`src/rtl/alu_issue_queue_if.sv`:
```
// ============================================================================
// alu_issue_queue_if : dispatch and issue handshake bundle for alu_issue_queue
// Rev 1.0
// ============================================================================
`default_nettype none

interface alu_issue_queue_if #(
  parameter int TAG_W = 5
);
  logic             disp_valid_i;
  logic             disp_ready_o;
  logic [31:0]      disp_pc_i;
  logic [31:0]      disp_inst_i;
  logic [TAG_W-1:0] disp_prs1_i;
  logic             disp_prs1_rdy_i;
  logic [TAG_W-1:0] disp_prs2_i;
  logic             disp_prs2_rdy_i;
  logic [TAG_W-1:0] disp_prd_i;

  logic             issue_valid_o;
  logic             issue_ready_i;
  logic [31:0]      issue_pc_o;
  logic [31:0]      issue_inst_o;
  logic [TAG_W-1:0] issue_prs1_o;
  logic [TAG_W-1:0] issue_prs2_o;
  logic [TAG_W-1:0] issue_prd_o;

  // Rename and ALU side
  modport master (
    output disp_valid_i, disp_pc_i, disp_inst_i, disp_prs1_i, disp_prs1_rdy_i,
           disp_prs2_i, disp_prs2_rdy_i, disp_prd_i, issue_ready_i,
    input  disp_ready_o, issue_valid_o, issue_pc_o, issue_inst_o,
           issue_prs1_o, issue_prs2_o, issue_prd_o
  );

  // Queue side
  modport slave (
    input  disp_valid_i, disp_pc_i, disp_inst_i, disp_prs1_i, disp_prs1_rdy_i,
           disp_prs2_i, disp_prs2_rdy_i, disp_prd_i, issue_ready_i,
    output disp_ready_o, issue_valid_o, issue_pc_o, issue_inst_o,
           issue_prs1_o, issue_prs2_o, issue_prd_o
  );
endinterface

`default_nettype wire

```
`src/rtl/alu_issue_queue.sv`:
```
// ============================================================================
// alu_issue_queue : collapsing ALU reservation station with CDB wakeup
//   optional macro ISSUE_WAKEUP_BYPASS_EN : select sees same-cycle CDB wakeups
// Rev 1.0
// ============================================================================
`default_nettype none

module alu_issue_queue #(
  parameter int DEPTH = 4,
  parameter int TAG_W = 5,
  parameter int CNT_W = 3
) (
  input  logic              clk_i,
  input  logic              reset_i,
  input  logic              flush_i,
  input  logic              cdb_en_i,
  input  logic [TAG_W-1:0]  cdb_reg_addr_i,
  alu_issue_queue_if.slave  q_if,
  output logic [CNT_W-1:0]  count_o
);

`ifdef ISSUE_WAKEUP_BYPASS_EN
  localparam bit c_BYPASS_EN = 1'b1;
`else
  localparam bit c_BYPASS_EN = 1'b0;
`endif
  localparam int c_IDX_W = $clog2(DEPTH);

  logic [31:0]      pc_q   [DEPTH];
  logic [31:0]      inst_q [DEPTH];
  logic [TAG_W-1:0] prs1_q [DEPTH];
  logic [TAG_W-1:0] prs2_q [DEPTH];
  logic [TAG_W-1:0] prd_q  [DEPTH];
  logic             r1_q   [DEPTH];
  logic             r2_q   [DEPTH];
  logic [31:0]      pc_d   [DEPTH];
  logic [31:0]      inst_d [DEPTH];
  logic [TAG_W-1:0] prs1_d [DEPTH];
  logic [TAG_W-1:0] prs2_d [DEPTH];
  logic [TAG_W-1:0] prd_d  [DEPTH];
  logic             r1_d   [DEPTH];
  logic             r2_d   [DEPTH];
  logic [CNT_W-1:0] count_q, count_d;

  logic [CNT_W-1:0]   w_cnt_after;
  logic               w_sel_found;
  logic [c_IDX_W-1:0] w_sel_idx;
  logic               w_issue_valid, w_issue_fire;
  logic               w_disp_ready, w_disp_fire;

  function automatic logic src_ready(input logic r, input logic [TAG_W-1:0] tag,
                                     input logic cdb_en, input logic [TAG_W-1:0] cdb_tag);
    return r | (c_BYPASS_EN & cdb_en & (tag == cdb_tag));
  endfunction

  // Occupied slots are always 0..count_q-1, so validity is derived from the count.
  always_comb begin
    w_sel_found = 1'b0;
    w_sel_idx   = '0;
    for (int i = DEPTH - 1; i >= 0; i--) begin
      if (i < int'(count_q) &&
          src_ready(r1_q[i], prs1_q[i], cdb_en_i, cdb_reg_addr_i) &&
          src_ready(r2_q[i], prs2_q[i], cdb_en_i, cdb_reg_addr_i)) begin
        w_sel_found = 1'b1;
        w_sel_idx   = c_IDX_W'(i);
      end
    end
  end

  assign w_issue_valid = w_sel_found & ~flush_i;
  assign w_issue_fire  = w_issue_valid & q_if.issue_ready_i;
  assign w_disp_ready  = (count_q != CNT_W'(DEPTH));
  assign w_disp_fire   = q_if.disp_valid_i & w_disp_ready & ~flush_i;

  assign q_if.disp_ready_o  = w_disp_ready;
  assign q_if.issue_valid_o = w_issue_valid;
  assign q_if.issue_pc_o    = w_issue_valid ? pc_q[w_sel_idx]   : '0;
  assign q_if.issue_inst_o  = w_issue_valid ? inst_q[w_sel_idx] : '0;
  assign q_if.issue_prs1_o  = w_issue_valid ? prs1_q[w_sel_idx] : '0;
  assign q_if.issue_prs2_o  = w_issue_valid ? prs2_q[w_sel_idx] : '0;
  assign q_if.issue_prd_o   = w_issue_valid ? prd_q[w_sel_idx]  : '0;
  assign count_o            = count_q;

  always_comb begin
    w_cnt_after = count_q - {{(CNT_W-1){1'b0}}, w_issue_fire};
    count_d     = flush_i ? '0 : (w_cnt_after + {{(CNT_W-1){1'b0}}, w_disp_fire});
    for (int i = 0; i < DEPTH; i++) begin
      int src;
      src = i;
      // Entries younger than the issued one collapse down by one slot.
      if (w_issue_fire && i >= int'(w_sel_idx) && i < DEPTH - 1) src = i + 1;
      pc_d[i]   = pc_q[src];
      inst_d[i] = inst_q[src];
      prs1_d[i] = prs1_q[src];
      prs2_d[i] = prs2_q[src];
      prd_d[i]  = prd_q[src];
      r1_d[i]   = r1_q[src] | (cdb_en_i && prs1_q[src] == cdb_reg_addr_i);
      r2_d[i]   = r2_q[src] | (cdb_en_i && prs2_q[src] == cdb_reg_addr_i);
      if (w_disp_fire && i == int'(w_cnt_after)) begin
        pc_d[i]   = q_if.disp_pc_i;
        inst_d[i] = q_if.disp_inst_i;
        prs1_d[i] = q_if.disp_prs1_i;
        prs2_d[i] = q_if.disp_prs2_i;
        prd_d[i]  = q_if.disp_prd_i;
        r1_d[i]   = q_if.disp_prs1_rdy_i | (q_if.disp_prs1_i == '0) |
                    (cdb_en_i && q_if.disp_prs1_i == cdb_reg_addr_i);
        r2_d[i]   = q_if.disp_prs2_rdy_i | (q_if.disp_prs2_i == '0) |
                    (cdb_en_i && q_if.disp_prs2_i == cdb_reg_addr_i);
      end
    end
  end

  always_ff @(posedge clk_i) begin
    if (reset_i) count_q <= '0;
    else         count_q <= count_d;
  end

  // Payload needs no reset: slots at or above count_q are never observed.
  always_ff @(posedge clk_i) begin
    for (int i = 0; i < DEPTH; i++) begin
      pc_q[i]   <= pc_d[i];
      inst_q[i] <= inst_d[i];
      prs1_q[i] <= prs1_d[i];
      prs2_q[i] <= prs2_d[i];
      prd_q[i]  <= prd_d[i];
      r1_q[i]   <= r1_d[i];
      r2_q[i]   <= r2_d[i];
    end
  end

endmodule

`default_nettype wire

```
`src/flat_wrapper.sv`:
```
// flat-port wrapper written by rule: the top's interface ports become plain ports
module alu_issue_queue_flat 
#(
  parameter int DEPTH = 4,
  parameter int TAG_W = 5,
  parameter int CNT_W = 3
)
  (clk_i, reset_i, flush_i, cdb_en_i, cdb_reg_addr_i, count_o, q_if_disp_valid_i, q_if_disp_pc_i, q_if_disp_inst_i, q_if_disp_prs1_i, q_if_disp_prs1_rdy_i, q_if_disp_prs2_i, q_if_disp_prs2_rdy_i, q_if_disp_prd_i, q_if_issue_ready_i, q_if_disp_ready_o, q_if_issue_valid_o, q_if_issue_pc_o, q_if_issue_inst_o, q_if_issue_prs1_o, q_if_issue_prs2_o, q_if_issue_prd_o);
  alu_issue_queue_if #(.TAG_W(TAG_W)) q_if_i ();
  input  logic clk_i;
  input  logic reset_i;
  input  logic flush_i;
  input  logic cdb_en_i;
  input  logic [TAG_W-1:0] cdb_reg_addr_i;
  output logic [CNT_W-1:0] count_o;
  input wire logic [$bits(q_if_i.disp_valid_i)-1:0] q_if_disp_valid_i;
  input wire logic [$bits(q_if_i.disp_pc_i)-1:0] q_if_disp_pc_i;
  input wire logic [$bits(q_if_i.disp_inst_i)-1:0] q_if_disp_inst_i;
  input wire logic [$bits(q_if_i.disp_prs1_i)-1:0] q_if_disp_prs1_i;
  input wire logic [$bits(q_if_i.disp_prs1_rdy_i)-1:0] q_if_disp_prs1_rdy_i;
  input wire logic [$bits(q_if_i.disp_prs2_i)-1:0] q_if_disp_prs2_i;
  input wire logic [$bits(q_if_i.disp_prs2_rdy_i)-1:0] q_if_disp_prs2_rdy_i;
  input wire logic [$bits(q_if_i.disp_prd_i)-1:0] q_if_disp_prd_i;
  input wire logic [$bits(q_if_i.issue_ready_i)-1:0] q_if_issue_ready_i;
  output wire logic [$bits(q_if_i.disp_ready_o)-1:0] q_if_disp_ready_o;
  output wire logic [$bits(q_if_i.issue_valid_o)-1:0] q_if_issue_valid_o;
  output wire logic [$bits(q_if_i.issue_pc_o)-1:0] q_if_issue_pc_o;
  output wire logic [$bits(q_if_i.issue_inst_o)-1:0] q_if_issue_inst_o;
  output wire logic [$bits(q_if_i.issue_prs1_o)-1:0] q_if_issue_prs1_o;
  output wire logic [$bits(q_if_i.issue_prs2_o)-1:0] q_if_issue_prs2_o;
  output wire logic [$bits(q_if_i.issue_prd_o)-1:0] q_if_issue_prd_o;
  assign q_if_i.disp_valid_i = q_if_disp_valid_i;
  assign q_if_i.disp_pc_i = q_if_disp_pc_i;
  assign q_if_i.disp_inst_i = q_if_disp_inst_i;
  assign q_if_i.disp_prs1_i = q_if_disp_prs1_i;
  assign q_if_i.disp_prs1_rdy_i = q_if_disp_prs1_rdy_i;
  assign q_if_i.disp_prs2_i = q_if_disp_prs2_i;
  assign q_if_i.disp_prs2_rdy_i = q_if_disp_prs2_rdy_i;
  assign q_if_i.disp_prd_i = q_if_disp_prd_i;
  assign q_if_i.issue_ready_i = q_if_issue_ready_i;
  assign q_if_disp_ready_o = q_if_i.disp_ready_o;
  assign q_if_issue_valid_o = q_if_i.issue_valid_o;
  assign q_if_issue_pc_o = q_if_i.issue_pc_o;
  assign q_if_issue_inst_o = q_if_i.issue_inst_o;
  assign q_if_issue_prs1_o = q_if_i.issue_prs1_o;
  assign q_if_issue_prs2_o = q_if_i.issue_prs2_o;
  assign q_if_issue_prd_o = q_if_i.issue_prd_o;
  alu_issue_queue #(.DEPTH(DEPTH), .TAG_W(TAG_W), .CNT_W(CNT_W)) u_core (.clk_i(clk_i), .reset_i(reset_i), .flush_i(flush_i), .cdb_en_i(cdb_en_i), .cdb_reg_addr_i(cdb_reg_addr_i), .q_if(q_if_i), .count_o(count_o));
endmodule
```
`config.mk`:
```
export PLATFORM = sky130hd
export DESIGN_NAME = alu_issue_queue_flat
export DESIGN_NICKNAME = d
export VERILOG_FILES = /design/src/rtl/alu_issue_queue_if.sv /design/src/rtl/alu_issue_queue.sv /design/src/flat_wrapper.sv
export SDC_FILE = /design/constraint.sdc
export NUM_CORES = 1
export LEC_CHECK = 0
export BUFFER_PORTS_ARGS = -buffer_cell sky130_fd_sc_hd__buf_2
export CAP_MARGIN = 20
export CORE_UTILIZATION = 59
export CTS_CLUSTER_DIAMETER = 80
export DETAILED_ROUTE_END_ITERATION = 6
export GPL_ROUTABILITY_DRIVEN = 0
export PLACE_DENSITY = 0.83
export SKIP_LAST_GASP = 1
export SYNTH_ARGS = -nofsm -noshare
export SYNTH_HDL_FRONTEND = slang
export SYNTH_SLANG_ARGS = --single-unit
```
`constraint.sdc`:
```
create_clock -name clk_i -period 10.3 [get_ports clk_i]
set_input_delay 1.03 -clock clk_i [delete_from_list [all_inputs] [get_ports clk_i]]
set_output_delay 1.03 -clock clk_i [all_outputs]
set_load 0.01 [all_outputs]
```
# == Yosys cells after proc, flatten, opt, wreduce, memory -nomap -nowiden ==
# Memories as Yosys holds them, arrays and structs flattened.
# Cells that the tools add are included.
# word_totals
latchBits,0
romBits,0
mem_count,7
regBits,3
in_bits,92
ramBits,324
out_inout_bits,84
wordCells,122
# classes
div_mod_pow,0
n_shift,0
add_sub_neg,2
n_mul,0
eq_ne,15
n_mux,44
n_reduce_logical,29
n_lt_le_gt_ge,7
bitwise,17
# memory_table
memory,depth,width,read_ports,rd_ports_with_merged_regs,write_ports,line_no,text
u_core.inst_q,4,32,4,0,4,alu_issue_queue.sv:30,logic [31:0] inst_q [DEPTH];
u_core.pc_q,4,32,4,0,4,alu_issue_queue.sv:29,logic [31:0] pc_q [DEPTH];
u_core.prd_q,4,5,4,0,4,alu_issue_queue.sv:33,logic [TAG_W-1:0] prd_q [DEPTH];
u_core.prs1_q,4,5,5,0,4,alu_issue_queue.sv:31,logic [TAG_W-1:0] prs1_q [DEPTH];
u_core.prs2_q,4,5,5,0,4,alu_issue_queue.sv:32,logic [TAG_W-1:0] prs2_q [DEPTH];
u_core.r1_q,4,1,7,0,4,alu_issue_queue.sv:34,logic r1_q [DEPTH];
1 more memories,n/a,n/a,n/a,n/a,n/a,n/a,
# op_table
operator,n
32-bit 2-to-1 mux,10
5-bit 2-to-1 mux,15
5-bit == test,10
1-bit logical AND,25
1-bit 2-to-1 mux,14
1-bit OR,12
5-bit zero test,2
2-bit 2-to-1 mux,5
3-bit == test (first input constant),2
1-bit by 3-bit < comparator with 1-bit output (first input constant),2
2-bit by 3-bit < comparator with 1-bit output (first input constant),2
1-bit bitwise AND,4
1-bit by 2-bit greater-or-equal comparator with 1-bit output (first input constant),2
3-bit by 1-bit adder with 3-bit output,1
2-bit by 3-bit == test with 1-bit output (first input constant),1
3-bit zero test,1
3-bit inequality test (second input constant),1
3-bit by 1-bit subtractor with 3-bit output,1
2-bit greater-or-equal comparator (first input constant),1
2-bit OR reduction,1
1-bit inequality test (second input constant),1
1-bit NOT,1

# == Logic depth before layout (Yosys ltp) ==
# Gate-level depths: netlist (run 1).
# An unclocked memory read counts as a cell.
# depth
ltp_word,16
depth_mapped,14
ltp_nobuf,11

# == Worst setup path after synthesis (run 1) ==
# Ideal clock, no wire load.
# synth_path
path_type,input to register
start,input port flush_i
end,memory u_core.r1_q[3]
setup_slack_ps,1874
t_arrival_ps,8053
path_buffers,0
stages,8
required_ps,9927
setup_ps,373
path_cell_list,a31oi_1 > and2_1 > ha_1 > ha_1 > o211ai_1 > a21o_1 > nor3_1 > mux2i_1
# synth_lines
item,line_no,text
"start, declared",flat_wrapper.sv:12,input logic flush_i;
"end, declared",alu_issue_queue.sv:34,

# == Final worst setup path (run 1) ==
# layout_path
start,register u_core.count_q[2] (netlist: u_core.count_o[2])
end,output port q_if_issue_pc_o[8]
# layout_between
elab_chain_cells,9
word_cells_on_any_way,23
classes_between,order compare: 4; mux: 9; bitwise: 1; reduce/logical: 8; memory: 1
# layout_lines
item,line_no,text
"start, declared",alu_issue_queue.sv:43,"logic [CNT_W-1:0] count_q, count_d;"
"start signal, assigned",alu_issue_queue.sv:115,else count_q <= count_d;
2-bit by 3-bit < comparator with 1-bit output,alu_issue_queue.sv:61,if (i < int'(count_q) &&
1-bit logical AND,alu_issue_queue.sv:61,
1-bit logical AND,alu_issue_queue.sv:62,"src_ready(r1_q[i], prs1_q[i], cdb_en_i, cdb_reg_addr_i) &&"
2-bit 2-to-1 mux / 1-bit 2-to-1 mux (equally long branches) (4 in series),alu_issue_queue.sv:61,
memory 4 x 32 bit / 1-bit bitwise AND (equally long branches),n/a,
32-bit 2-to-1 mux (*),alu_issue_queue.sv:77,assign q_if.issue_pc_o = w_issue_valid ? pc_q[w_sel_idx] : '0;
"end, declared",flat_wrapper.sv:27,output wire logic [$bits(q_if_i.issue_pc_o)-1:0] q_if_issue_pc_o;
# Every way passes the cells marked *; elsewhere a longest branch is shown, timed or not.

==> results.toml, run 1 <==
[logic_synthesis]
synth_common_cells = "edfxtp_1 (286), nand2_1 (243), nor2_1 (108)"
yosysSeqAreaShare = 0.560
synth_area_leader_cell = "edfxtp_1"
synth_edf_count = 286
syn_area_um2 = 16800
synth_nets = 1411
synthCells = 1315
synth_top_area_share = 0.511
ys_async_sr_fraction = 0
synthTopCellsByArea = "edfxtp_1 (51%), mux4_2 (11%), mux2i_1 (5.5%)"
synth.distinct_cells = 51
post-synth-top-count-cell = "edfxtp_1"
yosys_warnings = 0
ys_ff_latch = 327
avgSynthCellArea_um2 = 12.8
ys.flop_type = "edfxtp_1"

[timing]
worst_slew_pin_slew_ps = 1130
slew_viol_final = 0
fin_crit_sh = 0.523
rsz0062_at_grt = "no"
setup_violations = 0
max_clock_freq_mhz = 186
hold_viol = 0
timing.slew.headroom = 0.245
skew_ps = 19.8
fin_tns_setup_ps = 0
fin_crit_ps = 5390

[critical_path]
slowest_delay_ps = 680
start_kind = "flop"
cp_common_cell = "buf_4"
cp_top_family = "buffers and inverters"
required_ps = 9270
worst-path-buf-inv = 3
worstPathMaxFanout = 35
worstPathCellList = "o311ai_4 > a21boi_4 > buf_4 > buf_4 > mux4_2 > and2_1 > buf_2"
worstSetupPathType = "reg2out"
crit_slowest_cell = "a21boi_4"
worstPathArrival_ps = 4360
end_kind = "output pin"

[routing]
vias = 11372
route.detailed.drc = 0
initialDrtViolationCount = 1111
vias_per_cell = 6.09
firstDrtPassIters = 6
routed_wl_um = 40000
post_drt_wl_per_cell_um = 21.4
ant_nets = 0

[clock_network]
cts.sinks = 327
cts_root_buffer = "clkbuf_16"
insertion_delay_ps = 520
cts_tree = "built"
h-tree-depth = 2
clk_pin_slew_ps = 60
numCtsBuffers = 35
hold_buffers = 0
postCtsSetupBuffers = 0
cts-resized-gates = 0
cts_buffer_depth = 3

[finish]
drive_gt1_frac = 0.236
final_nets = 1555
syn_to_final_growth_pct = 12.7
finalInstanceArea_um2 = 18900
utilization = 0.680

[status]
outcome = "complete, no violations"

[hold_path]
min_path_type = "reg2reg"

[place]
place_hpwl_um = 23200
portBuffers = 175
placed_area_um2 = 17800

[global_route]
antenna_found_initial = 6
grt_util_all_layers = 0.277
grt_max_degree = 108
grt_pass1_vias = 11406
grt_pass1_wl_um = 61600
grt_overflow = 0

[die]
die_area_um2 = 29100
rows = 61
die_h_um = 171
core_um2 = 27900
io_pins = 176
start_util = 0.603
die_w_um = 171

[power_and_ir_drop]
switching_share = 0.237
p_int_mw = 2.31
p_leak_nw = 7.10
power_density_nw_per_um2 = 160
combPwrFrac = 0.092
p_switching_mw = 0.717
ir_drop_uv = 153
p_seq_frac = 0.520
pwr-share-clk = 0.388

[flow_run]
drv_cap = 0
state kept, by name (all words and copies together), names as in the netlist:
| signal | count |
|---|---|
| u_core.r1_q | 4 |
| u_core.inst_q | 128 |
| u_core.prs2_q | 20 |
| u_core.r2_q | 4 |
| u_core.count_o | 3 |
| u_core.pc_q | 128 |
| u_core.prs1_q | 20 |
| u_core.prd_q | 20 |
logic make-up after synthesis:
kind of cell | share of synthesized area
and+or+nand+nor | 0.117
DFF | 0.560
muxes | 0.210
AOI/OAI and AO/OA | 0.0498
buffers and inverters | 0.0337
xor gates and xnor gates | 0.0266
adders and majority gates | 0.00298
per-layer routing:
layer / track usage / up-vias / routed length [um] / share of wire
met2: 0.453 / 523 / 19300 / 0.48
met4: 0.0830 / 4 / 927 / 0.023
met3: 0.0435 / 64 / 3200 / 0.080
met5: 0 / - / 24 / 0.00060
met1: 0.383 / 5668 / 16500 / 0.41
li1: - / 5113 / - / -
power by group through the flow:
stage | combinational [mW] | clock (mW) | sequential, mW
2_1_floorplan | 0.194 | 0 | 1.58
3_3_place_gp | 0.265 | 0 | 1.59
3_5_place_dp | 0.274 | 0 | 1.60
4_1_cts | 0.276 | 1.19 | 1.57
5_1_grt | 0.307 | 1.23 | 1.58
6_report | 0.278 | 1.17 | 1.57
cells in the final DEF (no fill, tap or decap), types with 31 or more instances in the layout:
cell type	netlist	layout
mux2i_1	92	92
xor2_1	31	31
dfxtp_1	41	41
nand2_1	243	240
and2_1	80	80
edfxtp_1	286	286
buf_2	24	175
a21oi_1	91	91
clkbuf_16	0	36
nor2_1	108	107
mux2_1	56	56
mux4_2	79	79
tightest hold or removal path: stages (launching register included):
cell,delay (ps)
dfxtp_1,330
nand2_1,60
a31oi_1,70
layout make-up:
cell class,instances,area (um2)
antenna,3,7.51
clock buffer,45,935
clock inverter,18,120
fill,1990,8930
inverter,10,37.5
multi-input combinational,890,6890
sequential,327,9410
tap,378,473
timing repair buffer,195,1060
worst paths after layout:
| path | startpoint | slack (ps) | depth (start not counted) | to |
|---|---|---|---|---|
| worst min register to register | u_core.prs1_q[0][2] | 500 | 2 | u_core.prs1_q[0][2] |
| worst max-delay path | u_core.count_o[2] | 4910 | 7 | q_if_issue_pc_o[8] |
| worst max register to register | u_core.count_o[2] | 5560 | 11 | u_core.pc_q[2][31] |
| worst min-delay path | u_core.prs1_q[0][2] | 500 | 2 | u_core.prs1_q[0][2] |
through the flow:
step / instances / total power, mW / setup WS (ps) / hold WS (ps)
detailed placement: 1798 / 1.87 / 5310 / 498
global placement: 1798 / 1.86 / 5380 / 485
CTS: 1861 / 3.04 / 4860 / 506
finish: 1866 / 3.02 / 4910 / 503
floorplan: 1315 / 1.77 / 1870 / 473
global route: 1865 / 3.12 / 4670 / 533
Power figures use the tool's default switching activity.
==> run 2: changes to the inputs <==
--- a/config.mk
+++ b/config.mk
@@ -7,11 +7,11 @@
 export LEC_CHECK = 0
 export BUFFER_PORTS_ARGS = -buffer_cell sky130_fd_sc_hd__buf_2
 export CAP_MARGIN = 20
-export CORE_UTILIZATION = 59
+export CORE_UTILIZATION = 54
 export CTS_CLUSTER_DIAMETER = 80
 export DETAILED_ROUTE_END_ITERATION = 6
 export GPL_ROUTABILITY_DRIVEN = 0
-export PLACE_DENSITY = 0.83
+export PLACE_DENSITY = 0.8
 export SKIP_LAST_GASP = 1
 export SYNTH_ARGS = -nofsm -noshare
 export SYNTH_HDL_FRONTEND = slang
==> constraint.sdc (replaced) <==
create_clock -name clk_i -period 4.5 [get_ports clk_i]
set_input_delay 0.45 -clock clk_i [delete_from_list [all_inputs] [get_ports clk_i]]
set_output_delay 0.45 -clock clk_i [all_outputs]
set_load 0.01 [all_outputs]
==> run 2 against run 1 <==
Effect of this change:
- sequential power rose by 130%
- critical path depth is 3 higher
- hold slack lost 360 ps
- sequential share of layout area down 0.35 points
==> results.toml, run 2 (same netlist as run 1, synthesis figures left out) <==
[status]
outcome = "complete, no violations"

[critical_path]
timing.rr.end = "u_core.pc_q[2][22]"
r2r-start = "u_core.count_o[1]"
worstPathArrival_ps = 3890
worstSetupPathType = "reg2reg"
start_kind = "flop"
worstPathMaxFanout = 51
r2r_slack_ps = 850
ff2ff_path_depth = 10
end_kind = "flop"
required_ps = 4740

[clock_network]
postCtsSetupBuffers = 0
h-tree-depth = 2
insertion_delay_ps = 510
cts_root_buffer = "clkbuf_16"
clk_pin_slew_ps = 60
numCtsBuffers = 35
cts_tree = "built"
cts.sinks = 327
cts_buffer_depth = 3
cts-resized-gates = 0
hold_buffers = 0

[finish]
reg_top3 = "u_core.inst_q x128, u_core.pc_q x128"
drive_gt1_frac = 0.237
seq_area_um2 = 9410
final_common_cell = "edfxtp_1"
syn_to_final_growth_pct = 13.5
most-common-layout-cells = "edfxtp_1 (286), nand2_1 (240), buf_2 (175)"
final_nets = 1553
multi_input_area_um2 = 6900
n_fill_cell = 2363

[timing]
hold_viol = 0
setup_violations = 0
timing.slew.headroom = 0.429
slew_viol_final = 0
whs_ps = 148
worst_slew_pin_slew_ps = 857
max_clock_freq_mhz = 274
fin_tns_setup_ps = 0
fin_crit_sh = 0.811
skew_ps = 22.7
fin_crit_ps = 3650
rsz0062_at_grt = "no"

[flow_run]
drv_cap = 0

[place]
place_hpwl_um = 23400
portBuffers = 175

[global_route]
grt_max_degree = 164
grt_overflow = 0
grt_pass1_wl_um = 62400
antenna_found_initial = 8
grt_util_all_layers = 0.258
grt_pass1_vias = 11197

[power_and_ir_drop]
switching_share = 0.234
power_density_nw_per_um2 = 367
p_int_mw = 5.36
pwr-share-clk = 0.395
p_seq_frac = 0.514
ir_drop_uv = 414
combPwrFrac = 0.091
p_switching_mw = 1.64
p_leak_nw = 7.13

[routing]
route.detailed.drc = 0
routed_wl_um = 40600
initialDrtViolationCount = 979
ant_nets = 0
firstDrtPassIters = 5
vias = 11177
vias_per_cell = 5.94
post_drt_wl_per_cell_um = 21.6

[die]
core_um2 = 30600
die_w_um = 178
start_util = 0.549
io_pins = 176
rows = 64
die_h_um = 178
die_area_um2 = 31800

[hold_path]
whs_path_depth = 2
worstHoldStart = "reset_i"
hold-path-endpoint = "u_core.count_o[2]"
min_path_type = "in2reg"
run 2: layout make-up:
type | count | share of cell area
timing repair buffer | 193 | 0.0589
tap | 396 | 0.0260
clock buffer | 46 | 0.0497
sequential | 327 | 0.494
inverter | 10 | 0.00197
clock inverter | 16 | 0.00755
antenna | 4 | 0.000525
multi-input combinational | 890 | 0.362
run 2: worst max path at each step:
stage / from / endpoint / slack (ps) / depth (start not counted)
6_report: u_core.count_o[1] / u_core.pc_q[2][22] / 850 / 10
2_1_floorplan: u_core.count_o[2] / u_core.inst_q[3][0] / 40 / 9
3_5_place_dp: u_core.count_o[1] / u_core.pc_q[2][22] / 880 / 10
5_1_grt: u_core.count_o[1] / u_core.pc_q[2][22] / 730 / 10
4_1_cts: u_core.count_o[1] / u_core.pc_q[2][22] / 870 / 10
3_3_place_gp: u_core.count_o[1] / u_core.pc_q[2][19] / 1030 / 10
run 2: metal layers:
layer / GRT usage / part of all wire
met1: 0.346 / 0.42
met2: 0.429 / 0.49
met3: 0.0505 / 0.074
met4: 0.0685 / 0.017
met5: 0 / 0.0012
run 2: power groups by stage:
stage | clock [mW] | combinational [mW] | sequential [mW]
final | 2.76 | 0.639 | 3.59
after global routing | 2.92 | 0.705 | 3.61
after CTS | 2.80 | 0.637 | 3.59
after detailed placement | 0 | 0.633 | 3.65
after global placement | 0 | 0.614 | 3.65
after floorplan | 0 | 0.444 | 3.62
run 2: critical path: stages, from the launching register on:
cell	delay, ps
dfxtp_1	420
o311ai_4	500
a31oi_4	150
and2_1	190
ha_1	190
ha_1	220
or2_1	270
a21o_1	260
or3_4	380
buf_4	370
mux2_1	420
run 2: metrics by stage:
step | area [um2] | power [mW] | worst slack (ps) | instances | utilization
after global routing | 19100 | 7.24 | 726 | 1880 | 0.623
final | 19100 | 7.00 | 851 | 1882 | 0.623
after global placement | 18000 | 4.26 | 1030 | 1816 | 0.587
after floorplan | 16800 | 4.06 | 36.6 | 1315 | -
after detailed placement | 18000 | 4.29 | 878 | 1816 | 0.587
after CTS | 19100 | 7.03 | 874 | 1878 | 0.623
